==> config.mk <==
export PLATFORM = sky130hd
export DESIGN_NAME = pong_anim_graph_flat
export DESIGN_NICKNAME = d
export VERILOG_FILES = /design/src/rtl/pong_pkg.sv /design/src/rtl/pong_anim_graph_if.sv /design/src/rtl/pong_object_mux.sv /design/src/rtl/pong_anim_graph.sv /design/src/flat_wrapper.sv
export SDC_FILE = /design/constraint.sdc
export NUM_CORES = 1
export LEC_CHECK = 0
export CORE_UTILIZATION = 62
export CTS_BUF_LIST = sky130_fd_sc_hd__clkbuf_16
export DETAILED_ROUTE_END_ITERATION = 8
export HOLD_SLACK_MARGIN = 0.1
export PLACE_DENSITY = 0.84
export REMOVE_ABC_BUFFERS = 1
export SLEW_MARGIN = 10
export SYNTH_ARGS = -nofsm -noshare
export SYNTH_HDL_FRONTEND = slang
export SYNTH_SLANG_ARGS = --single-unit
==> constraint.sdc <==
create_clock -name clk -period 5.6 [get_ports clk]
set_clock_uncertainty 0.1 [all_clocks]
set_input_delay 0.56 -clock clk [delete_from_list [all_inputs] [get_ports clk]]
set_output_delay 0.56 -clock clk [all_outputs]
set_load 0.005 [all_outputs]
==> src/rtl/pong_pkg.sv <==
// Shared definitions for the Pong animated graphics block.
// Contents:
//   - ST_SERVE / ST_PLAY / ST_MISS : FSM state encodings
//   - H_ACTIVE, V_ACTIVE            : visible screen size
//   - TICK_LINE                     : line on which the once-per-frame refresh fires
//   - CLR_*                         : 4-bit colour codes
//   - in_range()                    : inclusive range test on 10-bit coordinates
package pong_pkg;

  localparam logic [1:0] ST_SERVE = 2'd0;
  localparam logic [1:0] ST_PLAY  = 2'd1;
  localparam logic [1:0] ST_MISS  = 2'd2;

  localparam int unsigned H_ACTIVE  = 640;
  localparam int unsigned V_ACTIVE  = 480;
  localparam int unsigned TICK_LINE = 481;

  localparam logic [3:0] CLR_BLACK  = 4'h0;
  localparam logic [3:0] CLR_PADDLE = 4'hA;
  localparam logic [3:0] CLR_WALL   = 4'hC;
  localparam logic [3:0] CLR_BALL   = 4'hF;

  function automatic logic in_range(input logic [9:0] v, input logic [9:0] lo,
                                    input logic [9:0] hi);
    return (v >= lo) && (v <= hi);
  endfunction

endpackage

==> src/rtl/pong_anim_graph_if.sv <==
// Pixel-scan / control bundle between the VGA sync stage, the buttons and the
// Pong graphics generator.
//   tick_25m  : pixel-enable pulse
//   video_on  : visible-area flag
//   pix_x/y   : current pixel coordinates
//   btn_up/down : synchronised paddle buttons (levels)
//   graph_rgb : colour code back to the top level
//   hit/miss  : one-clk event pulses
// master = the driving side (sync stage + buttons), slave = the graphics block.
interface pong_anim_graph_if;
  logic       tick_25m;
  logic       video_on;
  logic [9:0] pix_x;
  logic [9:0] pix_y;
  logic       btn_up;
  logic       btn_down;
  logic [3:0] graph_rgb;
  logic       hit;
  logic       miss;

  modport master (
    output tick_25m, video_on, pix_x, pix_y, btn_up, btn_down,
    input  graph_rgb, hit, miss
  );

  modport slave (
    input  tick_25m, video_on, pix_x, pix_y, btn_up, btn_down,
    output graph_rgb, hit, miss
  );
endinterface

==> src/rtl/pong_object_mux.sv <==
// Combinational object renderer: decides which object covers the current
// pixel and returns its colour code.
//   video_on, pix_x, pix_y : scan position
//   pad_y                  : paddle top row
//   ball_x, ball_y         : ball top-left corner
//   graph_rgb              : colour (ball > paddle > wall > background)
module pong_object_mux
  import pong_pkg::*;
#(
  parameter int unsigned WALL_X_L  = 32,
  parameter int unsigned PAD_X_L   = 600,
  parameter int unsigned PAD_H     = 72,
  parameter int unsigned BALL_SIZE = 8
) (
  input  logic       video_on,
  input  logic [9:0] pix_x,
  input  logic [9:0] pix_y,
  input  logic [9:0] pad_y,
  input  logic [9:0] ball_x,
  input  logic [9:0] ball_y,
  output logic [3:0] graph_rgb
);

  localparam logic [9:0] WALL_L   = 10'(WALL_X_L);
  localparam logic [9:0] WALL_R   = 10'(WALL_X_L + 3);
  localparam logic [9:0] PAD_L    = 10'(PAD_X_L);
  localparam logic [9:0] PAD_R    = 10'(PAD_X_L + 3);
  localparam logic [9:0] PAD_EXT  = 10'(PAD_H - 1);
  localparam logic [9:0] BALL_EXT = 10'(BALL_SIZE - 1);

  logic wall_on, pad_on, ball_on;

  assign wall_on = in_range(pix_x, WALL_L, WALL_R);
  assign pad_on  = in_range(pix_x, PAD_L, PAD_R) &&
                   in_range(pix_y, pad_y, pad_y + PAD_EXT);
  assign ball_on = in_range(pix_x, ball_x, ball_x + BALL_EXT) &&
                   in_range(pix_y, ball_y, ball_y + BALL_EXT);

  always_comb begin
    graph_rgb = CLR_BLACK;
    if (video_on) begin
      if (ball_on)      graph_rgb = CLR_BALL;
      else if (pad_on)  graph_rgb = CLR_PADDLE;
      else if (wall_on) graph_rgb = CLR_WALL;
    end
  end

endmodule

==> src/rtl/pong_anim_graph.sv <==
// Animated Pong graphics: paddle, ball and serve/play/miss FSM, all updated
// once per frame on a refresh tick taken from the pixel scan, plus the
// combinational renderer.
//   clk   : system clock
//   reset : synchronous, active-high
//   gif   : pong_anim_graph_if.slave (scan inputs, buttons, colour, hit/miss)
module pong_anim_graph
  import pong_pkg::*;
#(
  parameter int unsigned WALL_X_L     = 32,
  parameter int unsigned PAD_X_L      = 600,
  parameter int unsigned PAD_H        = 72,
  parameter int unsigned PAD_V        = 4,
  parameter int unsigned BALL_SIZE    = 8,
  parameter int unsigned BALL_V       = 2,
  parameter int unsigned SERVE_FRAMES = 60
) (
  input  logic clk,
  input  logic reset,
  pong_anim_graph_if.slave gif
);

  localparam logic [9:0] PAD_MAX    = 10'(V_ACTIVE - PAD_H);
  localparam logic [9:0] PAD_STEP   = 10'(PAD_V);
  localparam logic [9:0] PAD_Y0     = 10'((V_ACTIVE - PAD_H) / 2);
  localparam logic [9:0] PAD_EXT    = 10'(PAD_H - 1);
  localparam logic [9:0] PAD_L      = 10'(PAD_X_L);
  localparam logic [9:0] PAD_R      = 10'(PAD_X_L + 3);
  localparam logic [9:0] WALL_R     = 10'(WALL_X_L + 3);
  localparam logic [9:0] BALL_EXT   = 10'(BALL_SIZE - 1);
  localparam logic [9:0] BALL_X0    = 10'(H_ACTIVE / 2 - BALL_SIZE / 2);
  localparam logic [9:0] BALL_Y0    = 10'(V_ACTIVE / 2 - BALL_SIZE / 2);
  localparam logic [9:0] BOT_LIMIT  = 10'(V_ACTIVE - 2);
  localparam logic [9:0] MISS_LIMIT = 10'(H_ACTIVE - 1);
  localparam logic [9:0] POS_V      = 10'(BALL_V);
  localparam logic [9:0] NEG_V      = ~POS_V + 10'd1;
  localparam logic [5:0] SERVE_LAST = 6'(SERVE_FRAMES - 1);

  logic [1:0] state_reg, state_next;
  logic [5:0] serve_cnt_reg, serve_cnt_next;
  logic [9:0] pad_y_reg, pad_y_next;
  logic [9:0] ball_x_reg, ball_x_next;
  logic [9:0] ball_y_reg, ball_y_next;
  logic [9:0] vx_reg, vx_next;
  logic [9:0] vy_reg, vy_next;
  logic       hit_reg, hit_next;
  logic       miss_reg, miss_next;

  logic       frame_tick;
  logic [9:0] ball_r, ball_b;
  logic       moving_right, pad_hit;

  // Fires once per frame, on the first pixel of a vertical-blank line.
  assign frame_tick = gif.tick_25m && (gif.pix_x == 10'd0) &&
                      (gif.pix_y == 10'(TICK_LINE));

  assign ball_r       = ball_x_reg + BALL_EXT;
  assign ball_b       = ball_y_reg + BALL_EXT;
  assign moving_right = !vx_reg[9] && (vx_reg != 10'd0);
  assign pad_hit      = in_range(ball_r, PAD_L, PAD_R) && moving_right &&
                        (ball_b >= pad_y_reg) && (ball_y_reg <= pad_y_reg + PAD_EXT);

  always_comb begin
    state_next     = state_reg;
    serve_cnt_next = serve_cnt_reg;
    pad_y_next     = pad_y_reg;
    ball_x_next    = ball_x_reg;
    ball_y_next    = ball_y_reg;
    vx_next        = vx_reg;
    vy_next        = vy_reg;
    hit_next       = 1'b0;
    miss_next      = 1'b0;

    // Paddle moves in every state; the compares saturate exactly at 0 / PAD_MAX.
    if (gif.btn_up && !gif.btn_down)
      pad_y_next = (pad_y_reg <= PAD_STEP) ? 10'd0 : pad_y_reg - PAD_STEP;
    else if (gif.btn_down && !gif.btn_up)
      pad_y_next = (pad_y_reg >= PAD_MAX - PAD_STEP) ? PAD_MAX : pad_y_reg + PAD_STEP;

    case (state_reg)
      ST_SERVE: begin
        ball_x_next = BALL_X0;
        ball_y_next = BALL_Y0;
        if (serve_cnt_reg == SERVE_LAST) begin
          state_next     = ST_PLAY;
          serve_cnt_next = 6'd0;
        end else begin
          serve_cnt_next = serve_cnt_reg + 6'd1;
        end
      end
      ST_PLAY: begin
        if (ball_y_reg <= 10'd1)    vy_next = POS_V;
        if (ball_b >= BOT_LIMIT)    vy_next = NEG_V;
        if (ball_x_reg <= WALL_R)   vx_next = POS_V;
        if (pad_hit) begin
          vx_next  = NEG_V;
          hit_next = 1'b1;
        end else if (ball_r >= MISS_LIMIT) begin
          state_next = ST_MISS;
          miss_next  = 1'b1;
        end
        // Moves use the post-collision velocities; a missed ball stays put.
        if (!miss_next) begin
          ball_x_next = ball_x_reg + vx_next;
          ball_y_next = ball_y_reg + vy_next;
        end
      end
      default: begin
        state_next     = ST_SERVE;
        serve_cnt_next = 6'd0;
        ball_x_next    = BALL_X0;
        ball_y_next    = BALL_Y0;
        vx_next        = POS_V;
        vy_next        = POS_V;
      end
    endcase
  end

  always_ff @(posedge clk) begin
    if (reset) begin
      state_reg     <= ST_SERVE;
      serve_cnt_reg <= 6'd0;
      pad_y_reg     <= PAD_Y0;
      ball_x_reg    <= BALL_X0;
      ball_y_reg    <= BALL_Y0;
      vx_reg        <= POS_V;
      vy_reg        <= POS_V;
      hit_reg       <= 1'b0;
      miss_reg      <= 1'b0;
    end else begin
      hit_reg  <= frame_tick && hit_next;
      miss_reg <= frame_tick && miss_next;
      if (frame_tick) begin
        state_reg     <= state_next;
        serve_cnt_reg <= serve_cnt_next;
        pad_y_reg     <= pad_y_next;
        ball_x_reg    <= ball_x_next;
        ball_y_reg    <= ball_y_next;
        vx_reg        <= vx_next;
        vy_reg        <= vy_next;
      end
    end
  end

  assign gif.hit  = hit_reg;
  assign gif.miss = miss_reg;

  pong_object_mux #(
    .WALL_X_L (WALL_X_L),
    .PAD_X_L  (PAD_X_L),
    .PAD_H    (PAD_H),
    .BALL_SIZE(BALL_SIZE)
  ) u_object_mux (
    .video_on (gif.video_on),
    .pix_x    (gif.pix_x),
    .pix_y    (gif.pix_y),
    .pad_y    (pad_y_reg),
    .ball_x   (ball_x_reg),
    .ball_y   (ball_y_reg),
    .graph_rgb(gif.graph_rgb)
  );

endmodule

==> src/flat_wrapper.sv <==
// flat-port wrapper written by rule: the top's interface ports become plain ports
module pong_anim_graph_flat import pong_pkg::*;
#(
  parameter int unsigned WALL_X_L     = 32,
  parameter int unsigned PAD_X_L      = 600,
  parameter int unsigned PAD_H        = 72,
  parameter int unsigned PAD_V        = 4,
  parameter int unsigned BALL_SIZE    = 8,
  parameter int unsigned BALL_V       = 2,
  parameter int unsigned SERVE_FRAMES = 60
)
  (clk, reset, gif_tick_25m, gif_video_on, gif_pix_x, gif_pix_y, gif_btn_up, gif_btn_down, gif_graph_rgb, gif_hit, gif_miss);
  pong_anim_graph_if gif_i ();
  input  logic clk;
  input  logic reset;
  input wire logic [$bits(gif_i.tick_25m)-1:0] gif_tick_25m;
  input wire logic [$bits(gif_i.video_on)-1:0] gif_video_on;
  input wire logic [$bits(gif_i.pix_x)-1:0] gif_pix_x;
  input wire logic [$bits(gif_i.pix_y)-1:0] gif_pix_y;
  input wire logic [$bits(gif_i.btn_up)-1:0] gif_btn_up;
  input wire logic [$bits(gif_i.btn_down)-1:0] gif_btn_down;
  output wire logic [$bits(gif_i.graph_rgb)-1:0] gif_graph_rgb;
  output wire logic [$bits(gif_i.hit)-1:0] gif_hit;
  output wire logic [$bits(gif_i.miss)-1:0] gif_miss;
  assign gif_i.tick_25m = gif_tick_25m;
  assign gif_i.video_on = gif_video_on;
  assign gif_i.pix_x = gif_pix_x;
  assign gif_i.pix_y = gif_pix_y;
  assign gif_i.btn_up = gif_btn_up;
  assign gif_i.btn_down = gif_btn_down;
  assign gif_graph_rgb = gif_i.graph_rgb;
  assign gif_hit = gif_i.hit;
  assign gif_miss = gif_i.miss;
  pong_anim_graph #(.WALL_X_L(WALL_X_L), .PAD_X_L(PAD_X_L), .PAD_H(PAD_H), .PAD_V(PAD_V), .BALL_SIZE(BALL_SIZE), .BALL_V(BALL_V), .SERVE_FRAMES(SERVE_FRAMES)) u_core (.clk(clk), .reset(reset), .gif(gif_i));
endmodule
-- After elaboration in Yosys (flattened, before gate mapping)
Index checks and enable logic that the tools add are counted.
- register bits after elaboration: 60
- input port bits: 26
- output and inout port bits: 6
- word-level logic and storage cells: 108
- $add $sub $neg: 8
- $lt $le $gt $ge: 20
- eq/ne operators: 7
- mux-type cells: 32
- bitwise gates (word level): 2
- reductions and logical operators: 30
- operator list (cell ; count):
    two-way mux 10 bit ; 14
    greater-or-equal comparator 10 bit ; 4
    less-or-equal comparator 10 bit ; 4
    case mux 10 bit (2 select lines) ; 2
    adder 10 x 3 -> 10 bit (second input constant) ; 3
    greater-or-equal comparator 10 bit (second input constant) ; 3
    adder 10 bit ; 2
    greater-or-equal comparator 10 x 9 -> 1 bit (second input constant) ; 2
    less-or-equal comparator 10 bit (second input constant) ; 2
    less-or-equal comparator 10 x 6 -> 1 bit (second input constant) ; 2
    logical AND 1 bit ; 18
    two-way mux 4 bit ; 4
    case mux 6 bit (2 select lines) ; 1
    adder 10 x 7 -> 10 bit (second input constant) ; 1
    equality test 10 x 9 -> 1 bit (second input constant) ; 1
    greater-or-equal comparator 10 x 6 -> 1 bit (second input constant) ; 1
    less-or-equal comparator 10 x 1 -> 1 bit (second input constant) ; 1
    less-or-equal comparator 10 x 3 -> 1 bit (second input constant) ; 1
    zero test 10 bit ; 1
    nonzero test 10 bit ; 1
    subtractor 10 x 3 -> 10 bit (second input constant) ; 1
    AND reduction 2 bit ; 4
    adder 6 x 1 -> 6 bit (second input constant) ; 1
    equality test 6 bit (second input constant) ; 1
    other kinds (12) ; 24

-- Depth between registers and ports, before layout
- word-level depth: 11
- mapped depth: 24
- mapped depth without buffers: 23

-- Hierarchy
A second synthesis with hierarchy kept.
- cell total of the unflattened synthesis: 776
- area, all modules: 6077.1 sq um
- modules (own cells, without submodules) (module ; times used ; cells an instance ; area each (sq um) ; seq. area each (sq um)):
    pong_anim_graph ; 1 ; 534 ; 4229.1 ; 1161.1
    pong_object_mux ; 1 ; 242 ; 1848.0 ; 0.0

-- Worst setup path before layout
Ideal clock, no wire load.
- path type: register to register
- start: register u_core.ball_y_reg[4]
- end: register u_core.ball_x_reg[8]
- library setup time: 131 ps
- arrival: 4487 ps
- required time: 5369 ps
- setup slack: 882 ps
- stages on the path, launching flop included: 21
- buffers on the path: 1
- period minus slack after synthesis: 4718 ps
- cell sequence: dfxtp_1 > buf_2 > inv_1 > or3_1 > xnor2_1 > ha_1 > or4_1 > o2111ai_1 > a21oi_1 > a211oi_2 > nor3_4 > or3_1 > fa_1 > a21o_1 > a21oi_1 > nor2b_1 > o21a_1 > o41a_1 > xor2_1 > nor2_1 > o21ai_1
- word-level cells in the longest chain between the ends: 9
- elaborated cells between the ends (all ways): 14
- those cells by class: add/sub: 2; order compare: 2; eq/ne: 1; mux: 6; reduce/logical: 3
- RTL lines (item ; line ; text):
    start: declaration ; pong_anim_graph.sv:43 ; logic [9:0] ball_y_reg, ball_y_next;
    start signal: assignment ; pong_anim_graph.sv:138 ; ball_y_reg <= ball_y_next;
    adder 10 x 3 -> 10 bit ; pong_anim_graph.sv:58 ; assign ball_b = ball_y_reg + BALL_EXT;
    greater-or-equal comparator 10 bit ; pong_anim_graph.sv:61 ; (ball_b >= pad_y_reg) && (ball_y_reg <= pad_y_reg + PAD_EXT);
    logical AND 1 bit ; pong_anim_graph.sv:60 ; assign pad_hit = in_range(ball_r, PAD_L, PAD_R) && moving_right &&
    logical AND 1 bit * ; pong_anim_graph.sv:61 ;
    two-way mux 10 bit ; pong_anim_graph.sv:95 ; if (pad_hit) begin
    two-way mux 10 bit ; pong_anim_graph.sv:80 ; case (state_reg)
    adder 10 bit ; pong_anim_graph.sv:104 ; ball_x_next = ball_x_reg + vx_next;
    two-way mux 10 bit ; pong_anim_graph.sv:103 ; if (!miss_next) begin
    two-way mux 10 bit ; pong_anim_graph.sv:80 ;
    end signal: assignment ; pong_anim_graph.sv:137 ; ball_x_reg <= ball_x_next;
    end: declaration ; pong_anim_graph.sv:42 ; logic [9:0] ball_x_reg, ball_x_next;
Mark *: on every way between the ends. The rest lies on a longest branch, timed or not. The select of a mux whose other input is x is not followed.
A chain may end at the register's enable or synchronous reset.

-- Worst setup path in the final report
- start: register u_core.pad_y_reg[2]
- end: register u_core.ball_x_reg[8]
- word-level cells in the longest chain between the ends: 8
- elaborated cells between the ends (all ways): 14
- those cells by class: add/sub: 2; order compare: 2; eq/ne: 1; mux: 6; reduce/logical: 3
- RTL lines (item ; line ; text):
    start: declaration ; pong_anim_graph.sv:41 ; logic [9:0] pad_y_reg, pad_y_next;
    start signal: assignment ; pong_anim_graph.sv:136 ; pad_y_reg <= pad_y_next;
    adder 10 x 7 -> 10 bit or greater-or-equal comparator 10 bit (tied branches) ; pong_anim_graph.sv:61 ;
    less-or-equal comparator 10 bit or logical AND 1 bit (tied branches) ; pong_anim_graph.sv:61, pong_anim_graph.sv:60 ;
    logical AND 1 bit * ; pong_anim_graph.sv:61 ;
    two-way mux 10 bit ; pong_anim_graph.sv:95 ;
    two-way mux 10 bit ; pong_anim_graph.sv:80 ;
    adder 10 bit ; pong_anim_graph.sv:104 ;
    two-way mux 10 bit ; pong_anim_graph.sv:103 ;
    two-way mux 10 bit ; pong_anim_graph.sv:80 ;
Marked as above.

==> out/results.txt <==
GR Layer Usage met1 - 43.0%
Nets@finish - 880
Worst setup margin - 0.415 ns
Worst vdd ir - 0.000160 V
Final Cell Area - 6400 um^2
DR pass1 iterations - 8
CTS tree - built
Unrepaired setup endpoints after global routing - no
DP HPWL - 11900 um
Yosys warnings - 0
Postcts setup bufs - 0
Crit path max fanout - 10
CP Capture Type - flop
Cell Area, Placed - 6090 um^2
PD cells - 168 nW/um^2
Pre-CTS setup slack - 0.502 ns
Area growth syn-to-layout - 11.4%
Netlist cell types - 71
Max incr delay on CP - 0.52 ns
Slack of the worst reg-to-reg path - 0.41 ns
M3 GR Usage - 6.30%
CP cell instances - ha_1 > and3_1 > o21ai_0 > xnor2_1 > ha_1 > nand2_1 > o21ai_0 > a211oi_1 > nor2_1 > nor3_4 > or2_1 > nor2_1 > ha_1 > fa_1 > a21o_1 > a21oi_1 > nor2b_1 > o21a_1 > o41a_1 > xor2_1 > nor2_1 > o21ai_1
First-pass GRT wire length - 25900 um
Clock-pin slew on the worst setup and hold paths - 0.06 ns
Layout cell share with drive strength beyond 1 - 5.02%
Full die area - 9650 um^2
Clock tree root buffer cell - clkbuf_16
Final hold violations - 0
Top delay family on crit path - compound AO/OA/AOI/OAI gates
Netlist Area Pre-Place - 5740 um^2
Hold crit path type - reg -> reg
Core area - 8850 um^2
Achievable Freq - 193 MHz
Post-CTS Resized - 0
Min-Delay Startpoint - u_core.vy_reg[6]
FF/Latch Area - 1160 um^2
WHS - 0.348 ns
Fin. max-slew vios - 0
Hold-critical path depth - 2
RePlAce Congestion - 0.977
Total GRT Usage - 33.5%
Minimum clock period - 5.19 ns
Chip height - 98.2 um
EDFF count, synth - 0
RR Startpoint - u_core.pad_y_reg[2]
Hold Buf Count CTS - 0
Cell Rows - 34
GR Overflow Total - 0
Initial antenna violation count - 0
Yosys reg bits - 58
Worst r2r path cells - 22
Syn Area/Cell - 7.88 um^2
Most frequent cells in the layout - 100 x ha_1, 69 x nand2_1, 66 x nor2_1
Drt initial violations - 352
Worst path arrival time - 5.27 ns
Post-synthesis sequential area ratio - 20.2%
Setup violations, final - 0
Via count - 5476
CTS max path bufs - 2
TNS Setup - 0 ns
Cells after Synth - 729
Final wirelength - 15500 um
CP Data Required Time - 5.68 ns
GR peak layer - met2
Drt via density - 6.33
Vias in the first global route - 5503
Largest net degree at the start of global routing - 27
CP Class - reg -> reg
Outcome - finished clean
Footprint of the multi-input gates - 4240 um^2
CTS H-Tree Depth - 3
Io pins - 32
Clock Latency Late Sink - 0.33 ns
Async set-or-reset flop fraction in the synthesized netlist - 0%
Die W - 98.2 um
Most common cell after layout, fill and taps aside - ha_1
N_diodes - 0
GRT met2 Usage - 54.9%
Number of max-cap violations - 0
Worst-Margin Slew - 0.876 ns
Port bufs - 31
Crit start category - flop
Fillcell total - 702
Slew HR - 41.4%
Total clock sinks - 58
Leak pwr - 2.95 nW
Main synth FF type - dfxtp_1
DR DRC count - 0
Cts bufs inserted - 9
Crit path max-delay cell type - dfxtp_1
Hold endpoint - u_core.vy_reg[6]
Initial Util - 64.9%
DRT antenna net count - 0
Worst Path Buf+Inv - 0
Routed wire length per instance - 17.9 um
Worst r2r dst - u_core.ball_x_reg[8]
Period utilisation layout - 92.6%
per-stage QoR:
step                      std cells  utilization (%)  power, mW
final                           865             72.3       1.08
after global placement          849             68.9      0.517
after floorplan                 707                -      0.471
after global routing            865             72.3       1.11
after CTS                       865             72.3       1.08
after detailed placement        849             68.9      0.520
synthesized netlist by cell type (3+ instances only):
library cell	number	area, um^2
xor2_1	10	87.6
clkbuf_1	11	41.3
o21a_1	14	105
o211ai_1	7	52.6
nor3_1	18	90.1
inv_1	59	221
a21oi_1	52	260
nand4_1	16	100
or2_2	4	25.0
and2_1	4	25.0
and3_1	4	25.0
ha_1	100	1250
a21boi_0	3	22.5
buf_2	7	35.0
a31oi_1	5	31.3
o2111ai_1	4	35.0
nand2b_1	11	68.8
nor4_1	12	75.1
dfxtp_1	58	1160
xnor2_1	33	289
or3_1	8	50.1
nor2b_1	8	50.1
o21ai_0	28	140
nor2_1	66	248
o21ai_1	12	60.1
nand3_1	14	70.1
a21o_1	27	203
a211oi_1	7	52.6
nand2_1	69	259
o31ai_1	3	22.5
metal layers:
| metal | vias to the layer above | part of all wire, % |
|---|---|---|
| met1 | 2551 | 45 |
| li1 | 2668 | - |
| met2 | 213 | 45 |
| met3 | 44 | 6.6 |
| met4 | 0 | 3.4 |
| met5 | - | 0 |
logic make-up (layout without fill, tap and decap cells):
logic type | count (synthesis) | in the layout | synth area share, %
AND/OR/NAND/NOR | 254 | 254 | 22.8
AO/OA/AOI/OAI | 189 | 189 | 21.7
adder cells (fa/ha/maj) | 102 | 102 | 22.5
buffers and inverters | 81 | 109 | 5.88
flip-flops | 58 | 58 | 20.2
XOR/XNOR | 43 | 43 | 6.56
multiplexers | 2 | 2 | 0.349
worst max-delay path by stage:
stage / startpoint / end / slack (ns) / depth (start not counted)
4_1_cts: u_core.pad_y_reg[2] / u_core.ball_x_reg[8] / 0.46 / 22
5_1_grt: u_core.pad_y_reg[2] / u_core.ball_x_reg[8] / 0.009 / 22
6_report: u_core.pad_y_reg[2] / u_core.ball_x_reg[8] / 0.41 / 22
3_5_place_dp: u_core.pad_y_reg[2] / u_core.ball_x_reg[8] / 0.50 / 22
2_1_floorplan: u_core.ball_y_reg[4] / u_core.ball_x_reg[8] / 0.89 / 19
3_3_place_gp: u_core.pad_y_reg[2] / u_core.ball_x_reg[8] / 0.64 / 22
where the power goes:
part,internal (mW),switching [mW]
sequential,0.413,0.00165
combinational,0.0442,0.0543
clock,0.346,0.215
total,0.804,0.271
area by class of cell:
cell class,instances,share of cell area (%)
inverters,59,3.46
clock buffers,9,3.52
repair buffers,34,5.20
flip-flops and latches,58,18.2
well taps,108,2.11
multi-input cells,590,66.3
clock inverters,7,1.21
worst min-delay path, cell delays in order (launching register included):
cell     delay [ns]
dfxtp_1        0.31
nand2_1        0.05
nand2_1        0.04
Note: power is estimated with default switching activity, not from simulation.
